File: src/rtl/cpu_ctrl_pkg.sv
// Shared control definitions for the 16-bit CPU datapath: opcodes, sequencer
// states, bus select codes and ALU operation codes (also used by the ALU).
package cpu_ctrl_pkg;

   typedef enum logic [2:0] {
      OP_MV  = 3'b000,
      OP_MVI = 3'b001,
      OP_ADD = 3'b010,
      OP_XOR = 3'b011,
      OP_OR  = 3'b100,
      OP_AND = 3'b101,
      OP_NOP = 3'b110,
      OP_ILL = 3'b111
   } opcode_t;

   typedef enum logic [1:0] {
      ST_IDLE   = 2'd0,
      ST_LOAD_A = 2'd1,
      ST_EXEC   = 2'd2,
      ST_WB     = 2'd3
   } seq_state_t;

   localparam logic [3:0] BUS_SEL_R0   = 4'd0;
   localparam logic [3:0] BUS_SEL_R1   = 4'd1;
   localparam logic [3:0] BUS_SEL_R2   = 4'd2;
   localparam logic [3:0] BUS_SEL_R3   = 4'd3;
   localparam logic [3:0] BUS_SEL_R4   = 4'd4;
   localparam logic [3:0] BUS_SEL_R5   = 4'd5;
   localparam logic [3:0] BUS_SEL_R6   = 4'd6;
   localparam logic [3:0] BUS_SEL_R7   = 4'd7;
   localparam logic [3:0] BUS_SEL_G    = 4'd8;
   localparam logic [3:0] BUS_SEL_IMM  = 4'd9;
   localparam logic [3:0] BUS_SEL_NONE = 4'd15;

   localparam logic [2:0] ALU_OP_PASS = 3'b000;
   localparam logic [2:0] ALU_OP_ADD  = 3'b010;
   localparam logic [2:0] ALU_OP_XOR  = 3'b011;
   localparam logic [2:0] ALU_OP_OR   = 3'b100;
   localparam logic [2:0] ALU_OP_AND  = 3'b101;

   // Two-operand opcodes that need the A register loaded first
   function automatic logic is_alu_op(input opcode_t op);
      return (op == OP_ADD) || (op == OP_XOR) || (op == OP_OR) || (op == OP_AND);
   endfunction

   // ALU select for an opcode; moves use PASS
   function automatic logic [2:0] alu_op_of(input opcode_t op);
      case (op)
         OP_ADD:  return ALU_OP_ADD;
         OP_XOR:  return ALU_OP_XOR;
         OP_OR:   return ALU_OP_OR;
         OP_AND:  return ALU_OP_AND;
         default: return ALU_OP_PASS;
      endcase
   endfunction

endpackage

File: src/rtl/alu_seq_perf_cnt.sv
// Performance counters for the ALU sequencer: retired instructions and busy
// cycles, both 16-bit and wrapping, cleared by synchronous reset.
module alu_seq_perf_cnt (
   input  logic        clk,
   input  logic        reset,
   input  logic        done,
   input  logic        busy,
   output logic [15:0] retired_cnt,
   output logic [15:0] busy_cnt
);

   logic [15:0] retired_cnt_reg;
   logic [15:0] busy_cnt_reg;

   // Count done pulses and non-idle cycles; natural 16-bit wrap
   always_ff @(posedge clk) begin
      if (reset) begin
         retired_cnt_reg <= 16'd0;
         busy_cnt_reg    <= 16'd0;
      end else begin
         if (done) retired_cnt_reg <= retired_cnt_reg + 16'd1;
         if (busy) busy_cnt_reg    <= busy_cnt_reg + 16'd1;
      end
   end

   assign retired_cnt = retired_cnt_reg;
   assign busy_cnt    = busy_cnt_reg;

endmodule

File: src/rtl/alu_sequencer.sv
// Multi-cycle control sequencer for the 16-bit CPU datapath. Accepts one
// instruction per valid/ready handshake and steps bus select, A/G loads, ALU
// op and register write-back. All outputs are registered (Moore).
// Optional feature macro: ALU_SEQ_PERF_EN adds retired_cnt and busy_cnt ports.
module alu_sequencer
   import cpu_ctrl_pkg::*;
#(
   parameter int NREGS = 8,
   parameter int IMM_W = 7
) (
   input  logic             clk,
   input  logic             reset,
   input  logic             instr_valid,
   output logic             instr_ready,
   input  logic [15:0]      instr,
   output logic [3:0]       bus_sel,
   output logic [15:0]      imm,
   output logic             a_load,
   output logic             g_load,
   output logic [2:0]       alu_op_select,
   output logic [NREGS-1:0] rf_we,
   output logic             done,
   output logic             illegal
`ifdef ALU_SEQ_PERF_EN
   ,
   output logic [15:0]      retired_cnt,
   output logic [15:0]      busy_cnt
`endif
);

   seq_state_t  state_reg;
   logic [15:0] ir_reg;
   logic [3:0]  bus_sel_reg;
   logic        a_load_reg;
   logic        g_load_reg;
   logic [2:0]  alu_op_reg;
   logic        wb_we_reg;
   logic        done_reg;
   logic        illegal_reg;

   opcode_t     in_op;
   opcode_t     ir_op;

   assign in_op = opcode_t'(instr[15:13]);
   assign ir_op = opcode_t'(ir_reg[15:13]);

   // Sequencer FSM; each transition also registers the outputs of the state it enters
   always_ff @(posedge clk) begin
      if (reset) begin
         state_reg   <= ST_IDLE;
         ir_reg      <= 16'd0;
         bus_sel_reg <= BUS_SEL_NONE;
         a_load_reg  <= 1'b0;
         g_load_reg  <= 1'b0;
         alu_op_reg  <= ALU_OP_PASS;
         wb_we_reg   <= 1'b0;
         done_reg    <= 1'b0;
         illegal_reg <= 1'b0;
      end else begin
         bus_sel_reg <= BUS_SEL_NONE;
         a_load_reg  <= 1'b0;
         g_load_reg  <= 1'b0;
         alu_op_reg  <= ALU_OP_PASS;
         wb_we_reg   <= 1'b0;
         done_reg    <= 1'b0;
         illegal_reg <= 1'b0;
         case (state_reg)
            ST_IDLE: begin
               if (instr_valid) begin
                  ir_reg <= instr;
                  if (is_alu_op(in_op)) begin
                     state_reg   <= ST_LOAD_A;
                     bus_sel_reg <= {1'b0, instr[12:10]};
                     a_load_reg  <= 1'b1;
                  end else if (in_op == OP_MV) begin
                     state_reg   <= ST_EXEC;
                     bus_sel_reg <= {1'b0, instr[9:7]};
                     g_load_reg  <= 1'b1;
                  end else if (in_op == OP_MVI) begin
                     state_reg   <= ST_EXEC;
                     bus_sel_reg <= BUS_SEL_IMM;
                     g_load_reg  <= 1'b1;
                  end else if (in_op == OP_NOP) begin
                     done_reg    <= 1'b1;
                  end else begin
                     illegal_reg <= 1'b1;
                  end
               end
            end
            ST_LOAD_A: begin
               // Only ALU ops pass through here, so ry always drives the bus
               state_reg   <= ST_EXEC;
               bus_sel_reg <= {1'b0, ir_reg[9:7]};
               alu_op_reg  <= alu_op_of(ir_op);
               g_load_reg  <= 1'b1;
            end
            ST_EXEC: begin
               state_reg   <= ST_WB;
               bus_sel_reg <= BUS_SEL_G;
               wb_we_reg   <= 1'b1;
               done_reg    <= 1'b1;
            end
            ST_WB: begin
               state_reg <= ST_IDLE;
            end
            default: begin
               state_reg <= ST_IDLE;
            end
         endcase
      end
   end

   // One-hot write enable from the registered rx field
   for (genvar gi = 0; gi < NREGS; gi++) begin : g_rf_we
      assign rf_we[gi] = wb_we_reg && (ir_reg[12:10] == 3'(gi));
   end

   assign instr_ready   = (state_reg == ST_IDLE);
   assign imm           = {{(16-IMM_W){1'b0}}, ir_reg[IMM_W-1:0]};
   assign bus_sel       = bus_sel_reg;
   assign a_load        = a_load_reg;
   assign g_load        = g_load_reg;
   assign alu_op_select = alu_op_reg;
   assign done          = done_reg;
   assign illegal       = illegal_reg;

`ifdef ALU_SEQ_PERF_EN
   alu_seq_perf_cnt u_perf_cnt (
      .clk         (clk),
      .reset       (reset),
      .done        (done_reg),
      .busy        (state_reg != ST_IDLE),
      .retired_cnt (retired_cnt),
      .busy_cnt    (busy_cnt)
   );
`endif

endmodule
File: config.mk
export PLATFORM = sky130hd
export DESIGN_NAME = alu_sequencer
export DESIGN_NICKNAME = d
export VERILOG_FILES = /design/src/rtl/cpu_ctrl_pkg.sv /design/src/rtl/alu_seq_perf_cnt.sv /design/src/rtl/alu_sequencer.sv
export SDC_FILE = /design/constraint.sdc
export NUM_CORES = 1
export LEC_CHECK = 0
export BUFFER_PORTS_ARGS = -buffer_cell sky130_fd_sc_hd__buf_2
export CORE_ASPECT_RATIO = 0.7
export CORE_UTILIZATION = 53
export CTS_BUF_LIST = sky130_fd_sc_hd__clkbuf_2
export CTS_CLUSTER_DIAMETER = 100
export DETAILED_ROUTE_END_ITERATION = 7
export PLACE_DENSITY = 0.87
export RECOVER_POWER = 100
export SYNTH_ARGS = -nofsm -noshare
export SYNTH_HDL_FRONTEND = slang
export SYNTH_SLANG_ARGS = --single-unit
File: constraint.sdc
create_clock -name clk -period 2.8 [get_ports clk]
set_clock_uncertainty 0.2 [all_clocks]
set_input_delay 0.56 -clock clk [delete_from_list [all_inputs] [get_ports clk]]
set_output_delay 0.56 -clock clk [all_outputs]
set_load 0.01 [all_outputs]
Yosys cells after proc, flatten, opt, wreduce, memory -nomap -nowiden:

Cells that the tools add are included.

* bits in registers: 30
* output and inout bits: 36

* eq/ne operators: 22
* multiplexer cells: 25
* bitwise logic cells: 3
* reductions and logical operators: 19

Operator list (number)
* $eq 3x3->1 const B: 9
* $eq 3x2->1 const B: 6
* $mux 1: 12
* $mux 4: 3
* $pmux 3 s4: 1
* $pmux 4 s3: 1
* $logic_and 1x1->1: 8
* $mux 2: 4
* $pmux 2 s4: 1
* $eq 3x1->1 const B: 2
* $logic_not 3->1: 2
* $reduce_or 6->1: 1
* $eq 2x2->1 const B: 2
* $ne 4x1->1 const B: 1
* $pmux 1 s2: 2
* $reduce_and 2->1: 2
* $logic_or 1x1->1: 3
* $mux 3: 1
* $not 1->1: 3
* $reduce_or 3->1: 1
* $eq 2x1->1 const B: 1
* $logic_not 2->1: 1
* $ne 2x2->1 const B: 1
* $reduce_or 2->1: 1

Longest topological paths before layout:

* depth after elaboration: 7
* mapped depth: 7
* depth with buffers taken out: 5

Worst setup path before layout:

Ideal clock, no wire load.

* kind: register -> register
* start point: reg state_reg[0]
* end point: reg ir_reg[13]
* library setup time: 117 ps
* arrival: 1535 ps
* required time: 2483 ps
* slack: 948 ps
* cell stages (with the launch flop): 8
* path buffers: 3
* period minus slack after synthesis: 1852 ps
* path through: dfxtp_1 > inv_1 > ha_1 > buf_2 > and3b_1 > buf_2 > buf_4 > a22o_1

* word-level cells in the longest chain between the ends: 2

Ends and longest elaborated chain
* start, declared: line alu_sequencer.sv:31 `seq_state_t state_reg;`
* start signal, assigned: line alu_sequencer.sv:50 `state_reg <= ST_IDLE;`
* start signal, assigned: line alu_sequencer.sv:72 `state_reg <= ST_LOAD_A;`
* start signal, assigned: line alu_sequencer.sv:76 `state_reg <= ST_EXEC;`
* $logic_not 2->1
* named net instr_ready: line alu_sequencer.sv:14 `output logic instr_ready,`
* $reduce_and 2->1 (no source line)
* end signal, assigned: line alu_sequencer.sv:70 `ir_reg <= instr;`
* end, declared: line alu_sequencer.sv:32 `logic [15:0] ir_reg;`

The timed path passes the listed nets, and every way through them passes these cells.
A chain may end at the register's enable or synchronous reset.

Final worst setup path:

* start point: reg state_reg[1]
* end point: out instr_ready

* word-level cells in the longest chain between the ends: 1

Ends and longest elaborated chain
* $logic_not 2->1: line alu_sequencer.sv:118 `assign instr_ready = (state_reg == ST_IDLE);`
* end, declared: line alu_sequencer.sv:14

Every way passes these cells.

==> results.md <==
* Register area share after synthesis at 45.6%
* Hold WS at 0.200 ns
* Synth Area in Simple Gates at between 10% and 20%
* Hold depth at 2
* Num CTS Buffers at 5
* Die Area at between 0.002 and 0.003 mm2
* Initial drt markers at 43
* Reg2reg start: state_reg[0]$_SDFFE_PP0P_
* Min-delay src: instr[5]
* Die X at about 60 um
* Fin area at 0.00145 mm2
* Dpl ws at about 0.68 ns
* Die height at 43.7 um
* Max reg flops at 16
* Setup violators final at 0
* Fillcell total at 217
* WP data arrival at 1.44 ns
* FP Rows at 14
* Total gr overflow at 0
* Syn Area/Cell at about 10 um2
* Synth area leaders: dfxtp_1, a22o_1, buf_4
* CP max FO at 11
* Post-Synth XOR/XNOR Area at about 1.2%
* Worst Hold Endpoint: ir_reg[5]$_SDFFE_PP0P_
* First-pass GRT wire length at approximately 4.3 mm
* Vias per std cell at around 5.4
* WL/cell at 13.8 um
* Worst-skew pair later-pin latency at between 0.3 and 0.4 ns
* I/O pin count at 55
* Synth Flop Type: dfxtp_1
* Setup crit end kind: primary output
* HP Class: in2reg
* Slew of the pin with the lowest slew margin at a little over 0.7 ns
* Core area at ~0.0022 mm2
* Slew Limit Fails at 0
* Minimum clock period at ~2.2 ns
* Static leakage at between 0.6 and 0.7 nW
* Post-cts sizing count at 0
* Peak supply drop at around 0.53 mV
* Final hold violation count at 0
* Hold-fix buffers, CTS at 0
* Largest family of logic cells by synthesized area: compound AO/OA/AOI/OAI gates
* Antenna cells at 0
* Most frequent cell after synthesis: dfxtp_1
* FF-to-FF setup slack at roughly 0.63 ns
* Total number of vias at 1072
* Cells after synthesis at about 130
* Area delta synth->final at 9.97%
* Via count of the first global-routing pass at ~950
* Max Cap Viol at 0
* Yosys reg bits at 30
* Clk root buf: clkbuf_2
* Synth cell types at 33
* Gr usage total at around 23%
* IO Port Bufs at 45
* RSZ-0062 raised after global routing: false
* Path depth of the worst reg2reg path at 5
* Setup bufs post-CTS at 0
* Max frequency at ~460 MHz
* Mux share of post-synthesis cell area at less than 1%
* Initial antenna violation count at 0
* Final nets at ~190
* CTS tree: done
* Number of synthesized flops with an enable pin at 0
* Setup WS post-layout at slightly above 0.6 ns
* Period Utilization, post-route at a little under 80%
* Adder-cell share of the synthesized area at under 10%
* First-pass DRT Iterations at 4
* CP startpoint kind: flip-flop
* Setup CP Type: reg2out
* Yosys warnings at 0
* Initial Utilization at 58.8%
* Worst slew margin at between 50% and 60%
* Clock transition at path regs at 0.15 ns
* Cell Area, Synth at between 0.001 and 0.0015 mm2
* Core Util, Final at 64.6%
* Drt drc at 0
* Fraction of layout instances using a drive strength above 1 at roughly 17%
* DP HPWL at between 2 and 2.5 mm
* Cell taking the most area after synthesis: dfxtp_1
* Ys async rst share at 0%
* CP required at slightly above 2 ns
* Cell Area, Placed at roughly 0.0015 mm2
* RePlAce Congestion at a little under 0.8
* PwrDens at approximately 830 mW/mm2
* End of the worst register-to-register path: bus_sel[0]$_SDFF_PP1_
* Routed WL at around 2.8 mm
* Status: finished clean
* Proportion of netlist area held by the largest area contributor at between 40% and 50%
* Synth cell count leaders: dfxtp_1, buf_4, a22o_1
* Setup_tns at 0 ns
* Largest net degree at the start of global routing at 19
* Clock sink count at 30
* Antenna Nets Post-Route at 0
* Clock Path Buffers at 2
* Complex-gate fraction of the synthesized area at a little over a fifth
* CTS H-tree lvls at 2
[cells in the final DEF, fill, tap and decap left out, types with 2 or more instances in the layout]
cell	instances
a21oi_1	3
a22o_1	16
buf_2	18
clkbuf_1	27
clkbuf_2	6
conb_1	9
dfxtp_1	30
ha_1	5
inv_1	5
nand2_1	5
nand2b_1	5
nand3_1	2
nor2_1	10
nor2b_1	2
nor3_1	2
nor3b_1	2
o311ai_0	2
[per-layer routing]
layer | GRT usage (%) | share of wire (%) | vias up
met1 | 29.2 | 43 | 509
met3 | 6.57 | 6.3 | 10
met2 | 36.1 | 49 | 40
met4 | 9.33 | 2.2 | 0
li1 | - | - | 513
met5 | 0 | 0 | -
[worst max path at each step]
stage                               from                 endpoint  slack, ns  cells after the start
6_report       state_reg[1]$_SDFFE_PP0P_              instr_ready       0.60                      3
5_1_grt        state_reg[1]$_SDFFE_PP0P_          done$_SDFF_PP0_       0.49                      5
4_1_cts        state_reg[1]$_SDFFE_PP0P_              instr_ready       0.55                      3
3_5_place_dp   state_reg[1]$_SDFFE_PP0P_          done$_SDFF_PP0_       0.68                      5
3_3_place_gp   state_reg[0]$_SDFFE_PP0P_          done$_SDFF_PP0_       0.83                      5
2_1_floorplan  state_reg[0]$_SDFFE_PP0P_  ir_reg[13]$_SDFFE_PP0P_       0.95                      7
[through the flow]
stage               std cells  power [mW]
floorplan                 136       0.942
detailed placement        192        1.05
finish                    200        1.21
global placement          192        1.02
global route              200        1.29
CTS                       200        1.24
[power breakdown]
group / switching [mW] / internal, mW
combinational: 0.257 / 0.167
sequential: 0.0553 / 0.524
clock: 0.142 / 0.0613
total: 0.454 / 0.752
[logic make-up after synthesis]
group,after synthesis
compound gates,32
simple gates,32
flops,30
buf+inv,26
fa+ha+maj,5
other cells,1
xor+xnor,1
mux,1
[cell type report]
cell class                      instances  area, um2  area share (%)
Tap cell                               32       40.0            2.76
Timing Repair Buffer                   45        191            13.2
Inverter                                5       18.8            1.30
Multi-Input combinational cell         80        559            38.6
Sequential cell                        30        601            41.5
Clock buffer                            6       30.0            2.07
Clock inverter                          2       8.76           0.604
[critical path, stage by stage (launching register included)]
cell,delay (ns)
dfxtp_1,0.36
inv_1,0.12
ha_1,0.39
clkbuf_1,0.19
Power figures use the tool's default switching activity.
